==> config.mk <==
export PLATFORM = sky130hd
export DESIGN_NAME = fpu_sign_resolve
export DESIGN_NICKNAME = d
export VERILOG_FILES = /design/src/rtl/fpu_sign_resolve.sv
export SDC_FILE = /design/constraint.sdc
export NUM_CORES = 1
export LEC_CHECK = 0
export CELL_PAD_IN_SITES_DETAIL_PLACEMENT = 1
export CELL_PAD_IN_SITES_GLOBAL_PLACEMENT = 1
export CORE_AREA = 2 2 97 71
export CTS_BUF_LIST = sky130_fd_sc_hd__clkbuf_16
export CTS_CLUSTER_DIAMETER = 150
export CTS_CLUSTER_SIZE = 8
export DETAILED_ROUTE_END_ITERATION = 8
export DIE_AREA = 0 0 99 73
export MAX_ROUTING_LAYER = met4
export PLACE_DENSITY_LB_ADDON = 0.1
export SLEW_MARGIN = 20
export SYNTH_ARGS = -nofsm -noshare
export SYNTH_HDL_FRONTEND = slang
export SYNTH_SLANG_ARGS = --single-unit
==> constraint.sdc <==
create_clock -name clk -period 1.6 [get_ports clk]
set_input_delay 0.32 -clock clk [delete_from_list [all_inputs] [get_ports clk]]
set_output_delay 0.32 -clock clk [all_outputs]
set_load 0.03 [all_outputs]
==> src/rtl/fpu_sign_resolve.sv <==
// Two-stage valid/ready pipeline that resolves the IEEE result sign of an FPU
// add/mul/fused op from operand signs and adder magnitude flags.
module fpu_sign_resolve #(
    parameter int TAG_W   = 4,
    parameter int STALL_W = 16
) (
    input  logic               clk,
    input  logic               rst,
    input  logic               in_valid,
    output logic               in_ready,
    input  logic [2:0]         op_type,
    input  logic               xs,
    input  logic               ys,
    input  logic               zs,
    input  logic               add_neg,
    input  logic               add_zero,
    input  logic               res_nan,
    input  logic [2:0]         rm,
    input  logic [TAG_W-1:0]   in_tag,
    output logic               out_valid,
    input  logic               out_ready,
    output logic               out_sign,
    output logic               out_prod_sign,
    output logic [TAG_W-1:0]   out_tag,
    output logic               out_illegal,
    output logic [STALL_W-1:0] stall_cnt
);
    // Handshake: a beat transfers on an edge where valid && ready are both 1;
    // valid and payload stay stable until that edge, ready may change freely.
    localparam logic [2:0] OP_ADD    = 3'b000;
    localparam logic [2:0] OP_SUB    = 3'b001;
    localparam logic [2:0] OP_MUL    = 3'b010;
    localparam logic [2:0] OP_FMA    = 3'b011;
    localparam logic [2:0] OP_FMS    = 3'b100;
    localparam logic [2:0] OP_FNMADD = 3'b101;
    localparam logic [2:0] OP_FNMSUB = 3'b110;
    localparam logic [2:0] RM_RDN    = 3'b010;
    localparam logic [STALL_W-1:0] STALL_ONE = {{(STALL_W-1){1'b0}}, 1'b1};

    logic w_s1_en, w_s2_en;
    logic w_prod, w_a_sign, w_b_sign, w_is_mul, w_illegal;
    logic w_s2_sign;

    logic             r_s1_valid, r_s1_a_sign, r_s1_b_sign, r_s1_prod, r_s1_illegal;
    logic             r_s1_is_mul, r_s1_add_neg, r_s1_add_zero, r_s1_res_nan;
    logic [2:0]       r_s1_rm;
    logic [TAG_W-1:0] r_s1_tag;

    logic               r_s2_valid, r_s2_sign, r_s2_prod, r_s2_illegal;
    logic [TAG_W-1:0]   r_s2_tag;
    logic [STALL_W-1:0] r_stall_cnt;

    assign w_s2_en  = !r_s2_valid || out_ready;
    assign w_s1_en  = !r_s1_valid || w_s2_en;
    assign in_ready = w_s1_en;

    // Negation of fused ops is folded into the term signs before the add.
    always_comb begin
        w_prod    = xs ^ ys;
        w_a_sign  = 1'b0;
        w_b_sign  = 1'b0;
        w_is_mul  = 1'b0;
        w_illegal = 1'b0;
        case (op_type)
            OP_ADD:    begin w_a_sign = xs;      w_b_sign = ys;  end
            OP_SUB:    begin w_a_sign = xs;      w_b_sign = ~ys; end
            OP_MUL:    begin w_a_sign = w_prod;  w_is_mul = 1'b1; end
            OP_FMA:    begin w_a_sign = w_prod;  w_b_sign = zs;  end
            OP_FMS:    begin w_a_sign = w_prod;  w_b_sign = ~zs; end
            OP_FNMADD: begin w_a_sign = ~w_prod; w_b_sign = ~zs; end
            OP_FNMSUB: begin w_a_sign = ~w_prod; w_b_sign = zs;  end
            default:   w_illegal = 1'b1;
        endcase
    end

    always_comb begin
        w_s2_sign = 1'b0;
        if (r_s1_illegal || r_s1_res_nan)
            w_s2_sign = 1'b0;
        else if (r_s1_is_mul)
            w_s2_sign = r_s1_prod;
        else if (r_s1_add_zero && (r_s1_a_sign == r_s1_b_sign))
            w_s2_sign = r_s1_a_sign;
        else if (r_s1_add_zero)
            w_s2_sign = (r_s1_rm == RM_RDN);
        else
            w_s2_sign = r_s1_add_neg ? r_s1_b_sign : r_s1_a_sign;
    end

    always_ff @(posedge clk) begin
        if (rst) begin
            r_s1_valid    <= 1'b0;
            r_s1_a_sign   <= 1'b0;
            r_s1_b_sign   <= 1'b0;
            r_s1_prod     <= 1'b0;
            r_s1_illegal  <= 1'b0;
            r_s1_is_mul   <= 1'b0;
            r_s1_add_neg  <= 1'b0;
            r_s1_add_zero <= 1'b0;
            r_s1_res_nan  <= 1'b0;
            r_s1_rm       <= 3'b000;
            r_s1_tag      <= '0;
        end else if (w_s1_en) begin
            r_s1_valid <= in_valid;
            if (in_valid) begin
                r_s1_a_sign   <= w_a_sign;
                r_s1_b_sign   <= w_b_sign;
                r_s1_prod     <= w_prod;
                r_s1_illegal  <= w_illegal;
                r_s1_is_mul   <= w_is_mul;
                r_s1_add_neg  <= add_neg;
                r_s1_add_zero <= add_zero;
                r_s1_res_nan  <= res_nan;
                r_s1_rm       <= rm;
                r_s1_tag      <= in_tag;
            end
        end
    end

    // Stage 2 only loads when it can hand off, so outputs hold under backpressure.
    always_ff @(posedge clk) begin
        if (rst) begin
            r_s2_valid   <= 1'b0;
            r_s2_sign    <= 1'b0;
            r_s2_prod    <= 1'b0;
            r_s2_illegal <= 1'b0;
            r_s2_tag     <= '0;
        end else if (w_s2_en) begin
            r_s2_valid <= r_s1_valid;
            if (r_s1_valid) begin
                r_s2_sign    <= w_s2_sign;
                r_s2_prod    <= r_s1_prod;
                r_s2_illegal <= r_s1_illegal;
                r_s2_tag     <= r_s1_tag;
            end
        end
    end

    always_ff @(posedge clk) begin
        if (rst)
            r_stall_cnt <= '0;
        else if (r_s2_valid && !out_ready && (r_stall_cnt != '1))
            r_stall_cnt <= r_stall_cnt + STALL_ONE;
    end

    assign out_valid     = r_s2_valid;
    assign out_sign      = r_s2_sign;
    assign out_prod_sign = r_s2_prod;
    assign out_tag       = r_s2_tag;
    assign out_illegal   = r_s2_illegal;
    assign stall_cnt     = r_stall_cnt;
endmodule

==> results.json <==
{
  "endpoint_kind": "flip-flop",
  "path_buf_inv": 0,
  "power_density_mw_per_mm2": 769,
  "crit_chain": "ha_4, nand2_2, or3_4, or4_4, a21oi_2",
  "htreeDepth": 2,
  "p_leak_nw": 1.31,
  "skew_ns": 0.00452,
  "power_mw": 2.41,
  "drt-pass1-iter-count": 4,
  "cts_hold_buf": 0,
  "place_congestion": 0.790,
  "yosys.area.top_type": "dfxtp_1",
  "numCtsBuffers": 5,
  "clk_latency_ns": 0.28,
  "crit_type": "reg -> reg",
  "final_antenna_net_count": 0,
  "holdWs_ns": 0.460,
  "routed_wirelength_um": 6510,
  "final_common_cell": "buf_4",
  "cts_root_buffer": "clkbuf_16",
  "area_growth_pct": 59.2,
  "coreArea_mm2": 0.00641,
  "cts.sinks": 40,
  "final_area_mm2": 0.00313,
  "grt_pass1_wl_um": 10900,
  "cp-start-kind": "flip-flop",
  "post-route-util_pct": 48.8,
  "async_reset_ff_share_pct": 0,
  "syn_avg_cell_area_um2": 7.96,
  "drc": 0,
  "maxCapViolCount": 0,
  "start_util_pct": 30.7,
  "period_minus_slack_ns": 1.59,
  "ios": 45,
  "track_usage_pct": 19.7,
  "ir_drop_uv": 487,
  "ys_ff_latch": 40,
  "tightest_slew_ns": 0.413,
  "fp-row-count": 25,
  "synth_top_cell_area_share_pct": 40.7,
  "die_y_um": 73,
  "synth_flop_cell": "dfxtp_1",
  "hold_path_class": "reg -> reg",
  "critPathLaunch": "stall_cnt[0]",
  "mostFrequentLayoutCells": "buf_4 (49), nand2_1 (46), dfxtp_1 (26), dlygate4sd2_1 (25), a21oi_1 (23)",
  "postSynthCellCount": 247,
  "synth.net_count": 268,
  "dp_cells": 408,
  "via_per_inst": 5.13,
  "synth_area_leaders": "dfxtp_1 (41%), nand2_1 (9.0%), a21oi_1 (6.6%)",
  "clk_pin_slew_ns": 0.06,
  "period_share_pct": 99.7,
  "synth_edf_count": 0,
  "outcome": "finished clean",
  "place_area_mm2": 0.00290,
  "slew_viol_final": 0,
  "ctsLongestPathBuffers": 2,
  "numPortBuffers": 44,
  "place_ws_ns": -0.379,
  "finalHoldViolations": 0,
  "slowest_delay_ns": 0.43,
  "cp_max_fo": 5,
  "cts_tree": "done",
  "reg2reg_from": "stall_cnt[0]",
  "grt_max_degree": 19,
  "timing.setup.tns_ns": 0,
  "fin_cells": 420,
  "relSlewSlack_pct": 72.4,
  "crit_slowest_cell": "or4_4",
  "diodes": 0,
  "ys.warnings.count": 0,
  "grt_setup_unrepaired": "yes",
  "die-area_mm2": 0.00723,
  "setup_ws_ns": 0.00521,
  "yosysSeqAreaShare_pct": 40.7,
  "fin_nets": 359,
  "synth_cell_type_count": 45,
  "drtIter0Drc": 70,
  "wire_per_inst_um": 15.5,
  "die_w_um": 99,
  "drive_above_1_share_pct": 30.1,
  "fmax_mhz": 627,
  "syn_area_mm2": 0.00197,
  "grt_overflow": 0,
  "antenna_found_initial": 0,
  "finalSetupViolCount": 0,
  "arrival_ns": 1.81,
  "dp_hpwl_um": 4770,
  "min_from": "out_tag[2]",
  "grt_pass1_vias": 2235,
  "path_delay_family": "simple AND/OR/NAND/NOR gates",
  "cp_data_required_time_ns": 1.81,
  "vias": 2153
}
==> path summary, 6_finish.rpt <==
path              endpoint  slack (ns)  cells after the start
min reg2reg     out_tag[2]        0.46                      2
max          stall_cnt[10]       0.005                      5
max reg2reg  stall_cnt[10]       0.005                      5
min             out_tag[2]        0.46                      2
==> where the power goes <==
part,internal (mW),switching [mW]
Combinational,0.137,0.131
Sequential,1.02,0.0259
Clock,0.670,0.423
==> per-layer routing <==
| metal | up-vias | GRT usage (%) | part of all wire (%) | wire length (um) |
|---|---|---|---|---|
| li1 | 1083 | - | - | - |
| met3 | 2 | 5.46 | 3.7 | 242 |
| met4 | 0 | 4.11 | 0.51 | 33 |
| met5 | - | - | 0 | 0 |
| met1 | 1031 | 26.4 | 52 | 3380 |
| met2 | 37 | 29.8 | 44 | 2860 |
==> state kept, by name, indices dropped and copies added, names as in the netlist, 3 cells and up <==
name / count
r_s1_tag: 4
r_s1_rm: 3
stall_cnt: 16
out_tag: 4
==> worst register-to-register path: stages, from the launching register on <==
cell,delay (ns)
dfxtp_4,0.37
ha_4,0.13
nand2_2,0.05
or3_4,0.41
or4_4,0.43
a21oi_2,0.13
==> synthesized netlist by cell type, types with 3 or more instances <==
cell type,number
o21ai_0,6
nand4_1,5
nor2_1,15
a311oi_1,3
nor2b_1,7
inv_1,5
nand3b_1,4
o31ai_1,3
nor3_1,4
a21oi_1,26
and3_1,3
mux2_2,6
nand2b_1,4
clkbuf_1,10
nand3_1,17
nand2_1,47
nor4_1,4
dfxtp_1,40
==> cells by family after synthesis <==
| group | Yosys count | synth area share [%] |
|---|---|---|
| AO/OA/AOI/OAI | 56 | 18.4 |
| AND/OR/NAND/NOR | 126 | 32.8 |
| flip-flops | 40 | 40.7 |
| buffers and inverters | 16 | 3.05 |
| XOR/XNOR | 2 | 0.891 |
| multiplexers | 6 | 3.43 |
| adder cells (fa/ha/maj) | 1 | 0.636 |
==> timing repair <==
action | in CTS | in global routing
endpoints found under the hold margin | 0 | 0
setup endpoints to repair | 32 | 7
buffers inserted | 1 | 3
resized for setup | 31 | 11
pin swaps | 1 | 1
==> area by class of cell <==
type,count,area [um^2]
clock buffers,6,150
clock inverters,2,12.5
inverters,5,18.8
well taps,81,101
flip-flops and latches,40,831
repair buffers,95,818
multi-input cells,191,1200
fillers,783,3280
Power figures use the tool's default switching activity.
